## config.mk

```make
export PLATFORM = sky130hd
export DESIGN_NAME = signed_seq_divider
export DESIGN_NICKNAME = d
export VERILOG_FILES = /design/src/rtl/signed_seq_divider_pkg.sv /design/src/rtl/signed_seq_divider_div_step.sv /design/src/rtl/signed_seq_divider.sv
export SDC_FILE = /design/constraint.sdc
export NUM_CORES = 1
export LEC_CHECK = 0
export CAP_MARGIN = 20
export CORE_AREA = 2 2 101 103
export CTS_BUF_LIST = sky130_fd_sc_hd__clkbuf_2
export DETAILED_ROUTE_END_ITERATION = 8
export DIE_AREA = 0 0 103 105
export PLACE_DENSITY = 0.7
export RECOVER_POWER = 50
export SETUP_SLACK_MARGIN = 0.05
export SYNTH_ARGS = -nofsm -noshare
export SYNTH_HDL_FRONTEND = slang
export SYNTH_HIERARCHICAL = 1
export SYNTH_SLANG_ARGS = --single-unit
```

## constraint.sdc

```tcl
create_clock -name clk -period 7.15 [get_ports clk]
set_input_delay 1.0725 -clock clk [delete_from_list [all_inputs] [get_ports clk]]
set_output_delay 1.0725 -clock clk [all_outputs]
set_load 0.02 [all_outputs]
```

## src/rtl/signed_seq_divider_pkg.sv

```systemverilog
// -----------------------------------------------------------------------------
// signed_seq_divider_pkg
// Shared definitions for the sequential signed divider:
//   - state_e      : FSM state encoding (IDLE=0, LOAD=1, ITER=2, FIX=3, DONE=4)
//   - cnt_width()  : iteration counter width, clog2(2N)+1, so 2N itself fits
// No ports (package).
// -----------------------------------------------------------------------------
package signed_seq_divider_pkg;

    typedef enum logic [2:0] {
        ST_IDLE = 3'd0,
        ST_LOAD = 3'd1,
        ST_ITER = 3'd2,
        ST_FIX  = 3'd3,
        ST_DONE = 3'd4
    } state_e;

    // Counter width for an N-bit divisor: one bit beyond clog2(2N).
    function automatic int cnt_width(input int n);
        cnt_width = $clog2(2 * n) + 1;
    endfunction

endpackage

```

## src/rtl/signed_seq_divider_div_step.sv

```systemverilog
// -----------------------------------------------------------------------------
// div_step
// One combinational restoring shift/subtract step on unsigned magnitudes.
// Ports:
//   i_prem  [N:0]  current partial remainder (before the shift)
//   i_qmsb         bit shifted in from the top of the quotient/shift register
//   i_dabs  [N:0]  divisor magnitude
//   o_prem  [N:0]  partial remainder after shift and conditional subtract
//   o_qbit         quotient bit produced by this step
// -----------------------------------------------------------------------------
import signed_seq_divider_pkg::*;

module div_step #(
    parameter int N = 8
) (
    input  logic [N:0] i_prem,
    input  logic       i_qmsb,
    input  logic [N:0] i_dabs,
    output logic [N:0] o_prem,
    output logic       o_qbit
);

    logic [N+1:0] w_shift;
    logic [N+1:0] w_trial;
    logic         w_ge;

    // Shift the remainder left, try subtracting the divisor, restore if negative.
    always_comb begin
        w_shift = {i_prem, i_qmsb};
        w_trial = w_shift - (N+2)'(i_dabs);
        w_ge    = (w_shift >= (N+2)'(i_dabs));
        if (w_ge) begin
            o_prem = (N+1)'(w_trial);
            o_qbit = 1'b1;
        end else begin
            o_prem = (N+1)'(w_shift);
            o_qbit = 1'b0;
        end
    end

endmodule

```

## src/rtl/signed_seq_divider.sv

```systemverilog
// -----------------------------------------------------------------------------
// signed_seq_divider
// Sequential signed divider: 2N-bit dividend / N-bit divisor -> N-bit quotient
// (truncated toward zero) and N-bit remainder (sign of the dividend). One
// restoring step per clock on magnitudes, sign fix at the end.
// Ports:
//   clk        rising-edge clock
//   reset      asynchronous active-low reset
//   start      operation request, accepted only in IDLE or DONE
//   dividend   [2N-1:0] signed dividend
//   divisor    [N-1:0]  signed divisor
//   quotient   [N-1:0]  signed quotient
//   remainder  [N-1:0]  signed remainder
//   busy       high while LOAD/ITER/FIX
//   done       high in DONE, held until the next accepted start
//   div_zero   divisor was zero (valid with done)
//   overflow   quotient out of N-bit signed range (valid with done)
// -----------------------------------------------------------------------------
import signed_seq_divider_pkg::*;

module signed_seq_divider #(
    parameter int N = 8
) (
    input  logic                clk,
    input  logic                reset,
    input  logic                start,
    input  logic [2*N-1:0]      dividend,
    input  logic [N-1:0]        divisor,
    output logic [N-1:0]        quotient,
    output logic [N-1:0]        remainder,
    output logic                busy,
    output logic                done,
    output logic                div_zero,
    output logic                overflow
);

    localparam int               CW        = cnt_width(N);
    localparam logic [CW-1:0]    LAST_CNT  = CW'(2 * N - 1);
    localparam logic [2*N-1:0]   QPOS_MAX  = (2*N)'((2 ** (N - 1)) - 1);
    localparam logic [2*N-1:0]   QNEG_MAX  = (2*N)'(2 ** (N - 1));

    state_e            r_state;
    state_e            w_state_nxt;

    logic [2*N-1:0]    r_dvd;
    logic [N-1:0]      r_dvs;
    logic [2*N-1:0]    r_qreg;
    logic [N:0]        r_prem;
    logic [N:0]        r_dabs;
    logic              r_dvd_neg;
    logic              r_dvs_neg;
    logic [CW-1:0]     r_cnt;
    logic [N-1:0]      r_quot;
    logic [N-1:0]      r_rem;
    logic              r_busy;
    logic              r_done;
    logic              r_dz;
    logic              r_ovf;

    logic [2*N:0]      w_dvd_ext;
    logic [2*N:0]      w_dvd_abs;
    logic [N:0]        w_dvs_ext;
    logic [N:0]        w_dvs_abs;
    logic              w_dvs_zero;
    logic [N:0]        w_prem_nxt;
    logic              w_qbit;
    logic              w_q_neg;
    logic              w_ovf;
    logic [N-1:0]      w_quot_fix;
    logic [N-1:0]      w_rem_fix;

    div_step #(.N(N)) u_div_step (
        .i_prem (r_prem),
        .i_qmsb (r_qreg[2*N-1]),
        .i_dabs (r_dabs),
        .o_prem (w_prem_nxt),
        .o_qbit (w_qbit)
    );

    // Magnitudes are formed one bit wider so the most negative values stay exact.
    always_comb begin
        w_dvd_ext  = {r_dvd[2*N-1], r_dvd};
        w_dvs_ext  = {r_dvs[N-1], r_dvs};
        w_dvs_zero = (r_dvs == {N{1'b0}});
        if (r_dvd[2*N-1]) begin
            w_dvd_abs = (2*N+1)'(0) - w_dvd_ext;
        end else begin
            w_dvd_abs = w_dvd_ext;
        end
        if (r_dvs[N-1]) begin
            w_dvs_abs = (N+1)'(0) - w_dvs_ext;
        end else begin
            w_dvs_abs = w_dvs_ext;
        end
    end

    // Final sign correction and range check on the unsigned quotient magnitude.
    always_comb begin
        w_q_neg = r_dvd_neg ^ r_dvs_neg;
        if (w_q_neg) begin
            w_ovf      = (r_qreg > QNEG_MAX);
            w_quot_fix = N'(0) - r_qreg[N-1:0];
        end else begin
            w_ovf      = (r_qreg > QPOS_MAX);
            w_quot_fix = r_qreg[N-1:0];
        end
        if (r_dvd_neg) begin
            w_rem_fix = N'(0) - r_prem[N-1:0];
        end else begin
            w_rem_fix = r_prem[N-1:0];
        end
    end

    // FSM next-state decode.
    always_comb begin
        w_state_nxt = r_state;
        case (r_state)
            ST_IDLE, ST_DONE: begin
                if (start) begin
                    w_state_nxt = ST_LOAD;
                end else begin
                    w_state_nxt = r_state;
                end
            end
            ST_LOAD: begin
                if (w_dvs_zero) begin
                    w_state_nxt = ST_DONE;
                end else begin
                    w_state_nxt = ST_ITER;
                end
            end
            ST_ITER: begin
                if (r_cnt == LAST_CNT) begin
                    w_state_nxt = ST_FIX;
                end else begin
                    w_state_nxt = ST_ITER;
                end
            end
            ST_FIX:  w_state_nxt = ST_DONE;
            default: w_state_nxt = ST_IDLE;
        endcase
    end

    // FSM state register.
    always_ff @(posedge clk or negedge reset) begin
        if (!reset) begin
            r_state <= ST_IDLE;
        end else begin
            r_state <= w_state_nxt;
        end
    end

    // Datapath: operand capture, iteration, sign fix and registered status outputs.
    always_ff @(posedge clk or negedge reset) begin
        if (!reset) begin
            r_dvd     <= {(2*N){1'b0}};
            r_dvs     <= {N{1'b0}};
            r_qreg    <= {(2*N){1'b0}};
            r_prem    <= {(N+1){1'b0}};
            r_dabs    <= {(N+1){1'b0}};
            r_dvd_neg <= 1'b0;
            r_dvs_neg <= 1'b0;
            r_cnt     <= {CW{1'b0}};
            r_quot    <= {N{1'b0}};
            r_rem     <= {N{1'b0}};
            r_busy    <= 1'b0;
            r_done    <= 1'b0;
            r_dz      <= 1'b0;
            r_ovf     <= 1'b0;
        end else begin
            case (r_state)
                ST_IDLE, ST_DONE: begin
                    if (start) begin
                        r_dvd  <= dividend;
                        r_dvs  <= divisor;
                        r_busy <= 1'b1;
                        r_done <= 1'b0;
                        r_dz   <= 1'b0;
                        r_ovf  <= 1'b0;
                    end
                end
                ST_LOAD: begin
                    if (w_dvs_zero) begin
                        r_dz   <= 1'b1;
                        r_quot <= {N{1'b0}};
                        r_rem  <= {N{1'b0}};
                        r_busy <= 1'b0;
                        r_done <= 1'b1;
                    end else begin
                        r_qreg    <= (2*N)'(w_dvd_abs);
                        r_prem    <= {(N+1){1'b0}};
                        r_dabs    <= w_dvs_abs;
                        r_dvd_neg <= r_dvd[2*N-1];
                        r_dvs_neg <= r_dvs[N-1];
                        r_cnt     <= {CW{1'b0}};
                    end
                end
                ST_ITER: begin
                    r_prem <= w_prem_nxt;
                    r_qreg <= {r_qreg[2*N-2:0], w_qbit};
                    r_cnt  <= r_cnt + CW'(1);
                end
                ST_FIX: begin
                    r_quot <= w_quot_fix;
                    r_rem  <= w_rem_fix;
                    r_ovf  <= w_ovf;
                    r_busy <= 1'b0;
                    r_done <= 1'b1;
                end
                default: begin
                    r_busy <= 1'b0;
                end
            endcase
        end
    end

    assign quotient  = r_quot;
    assign remainder = r_rem;
    assign busy      = r_busy;
    assign done      = r_done;
    assign div_zero  = r_dz;
    assign overflow  = r_ovf;

endmodule

```

==> reports/results.ini <==
[global_routing]
grt_pass1_wl_mm=17.5
grt_remaining_overflow=0
antenna_found_initial=0
grt_pass1_vias=3598
grt_max_degree=71
groute.usage.overall_pct=20.3

[worst_hold_path]
min_path_type=reg2reg

[clock_network]
cts_sinks=88
cts_buffer_depth=2
cts_resized=0
h-tree-depth=3
cts-root-buf=clkbuf_2
postCtsHoldBufs=0
worstSkewPairLatency_ns=0.56
cts_setup_buffers=0
tritoncts=yes
numCtsBuffers=9
clkTransAtPathRegs_ns=0.24

[power]
power_switching_mw=1.19
p_leak_nw=2.40
p_comb_share_pct=54.0
p_total_mw=2.55
powerDensity_nw_per_um2=473
sequentialPowerShare_pct=37.1
p_sw_share_pct=46.7
internal-power_mw=1.36
ir_worst_vdd_mv=0.241
power_frac_clock_pct=8.8

[timing]
fin_ws_ns=4.23
slew_violations=19
rsz0062_at_grt=false
maxSlewHeadroom_pct=-38.2
min_period_over_period_pct=40.8
setup_tns_ns=0
tightest_slew_ns=2.05
hold_ws_ns=0.507
clock_skew_ns=0.0477
fmax_mhz=343
finalHoldViolCount=0
finalCriticalPeriod_ns=2.92
setup_viol=0

[critical_path]
critPathLaunchType=flop
crit_arrival_ns=3.38
end_kind=flop
path_class=reg2reg
crit_fanout=28
cp.required_ns=7.61

[cells_and_area]
finalCoreUtilization_pct=55.9
diodes=0
layoutNonFillerInstCount=699
fin_area_um2=5390
area_delta_synth_final_pct=12.7
final_nets=605
drive_above_1_share_pct=5.48

[yosys]
synth_area_um2=4780
yosys.area.top_type_share_pct=46.1
synth_flop_cell=dfrtp_1
async_reset_ff_share_pct=100
synth_nets=570
yosys-top-cells-area=dfrtp_1, nand2_1, o21ai_0
synth.avg_cell_area_um2=9.07
yosys_warnings=6
synth_seq_area_share_pct=46.1
synth_top_area_cell=dfrtp_1
synthCells=527
synth.distinct_cells=63
synth_edf_count=0
synth-seq-cells=88

[die]
pin_count=47
core.rowCount=36
start_util_pct=49.6
coreArea_um2=9640
dieHeight_um=105
die_area_um2=10800
die_w_um=103

[routing]
routedWlPerCell_um=14.7
via_per_inst=5.47
finalWirelength_mm=10.3
vias=3827
dr.pass1.iters=5
drc=0
drtAntennaViolNets=0
drt_iter0_markers=187

[placed_design]
dp_cells=684
dp_hpwl_mm=7.45
gp_congestion=0.850
place_area_um2=5320
place_ws_ns=4.43
numPortBuffers=46

[outcome]
violations=capacitance limit, slew limit
status=finished, violations left

[run]
drv_cap=1

## kinds of logic (layout without fill, tap and decap cells)
group,count (synthesis),after routing,share of synthesized area [%]
simple gates,195,195,18.3
fa+ha+maj,16,16,4.34
xor+xnor,33,33,6.05
mux,10,10,2.43
compound gates,135,135,18.6
buf+inv,50,89,4.27
flops,88,88,46.1
## placed cells by master, fill, tap and decap left out, drive strengths merged, types with 3 or more instances in the layout
master	n
nand2	128
dfrtp	88
o21ai	59
clkdlybuf4s50	45
inv	27
xor2	21
nor2	20
a21oi	17
ha	15
xnor2	12
a22oi	12
o31ai	11
clkbuf	11
nor3	7
nand2b	6
mux2i	6
o41ai	6
nor2b	4
nor4	4
nor3b	4
or3	4
nand3	4
o211ai	4
mux2	4
a211oi	4
a21o	3
clkinv	3
## registers in the layout, indices dropped and copies added, names as in the netlist
signal     flops
overflow       1
done           1
r_dabs         9
busy           1
r_dvd_neg      1
div_zero       1
r_cnt          5
r_state        3
quotient       8
remainder      8
r_dvd         16
r_prem         9
r_dvs_neg      1
r_dvs          8
r_qreg        16
## power by group through the flow
stage	clock [mW]	combinational [mW]	sequential [mW]
global placement	0	1.35	0.947
detailed placement	0	1.38	0.959
global route	0.252	1.55	0.985
finish	0.225	1.38	0.947
floorplan	0	1.03	0.934
CTS	0.230	1.39	0.946
## cell usage after synthesis, drive strengths merged (3+ instances only)
library cell    n
nor4            4
nor3b           4
mux2            4
buf             7
or3             4
nor2           20
o41ai           6
ha             15
nor2b           4
dfrtp          88
xnor2          12
a21o            3
a211oi          4
inv            26
a22oi          12
o211ai          4
mux2i           6
xor2           21
o31ai          11
nand2b          6
a21oi          17
o21ai          59
nor3            7
nand3           4
clkbuf         17
nand2         128
## final timing paths
kind,cells after the start,slack (ns),start,end
max,8,4.23,r_dvs[0],r_qreg[15]
min,2,0.51,remainder[0],remainder[0]
max reg2reg,8,4.23,r_dvs[0],r_qreg[15]
min reg2reg,2,0.51,remainder[0],remainder[0]
max in group asynchronous,2,5.10,reset,r_dvs[3]
min in group asynchronous,1,0.59,reset,quotient[6]
## area by class of cell
| cell class | count | area (µm²) |
|---|---|---|
| tap | 133 | 166 |
| clock inverter | 6 | 46.3 |
| clock buffer | 9 | 45.0 |
| timing repair buffer | 48 | 465 |
| multi-input combinational | 389 | 2360 |
| inverter | 26 | 100 |
| sequential | 88 | 2200 |
| fill | 923 | 4250 |
## routing by layer
layer | track usage, % | vias to the layer above | part of all wire (%)
met3 | 2.68 | 11 | 3.6
li1 | - | 1909 | -
met4 | 5.92 | 0 | 1.3
met1 | 31.1 | 1817 | 51
met5 | 0 | - | 0
met2 | 29.8 | 90 | 45
## critical path, cell delays in order (launching register included)
cell      delay [ns]
dfrtp_1         0.42
inv_1           0.11
ha_1            0.19
nor3b_1         0.26
a21oi_1         0.11
clkbuf_1        0.53
nor2_2          0.69
inv_1           0.23
o221a_2         0.30
(Power assumes the default switching activity.)
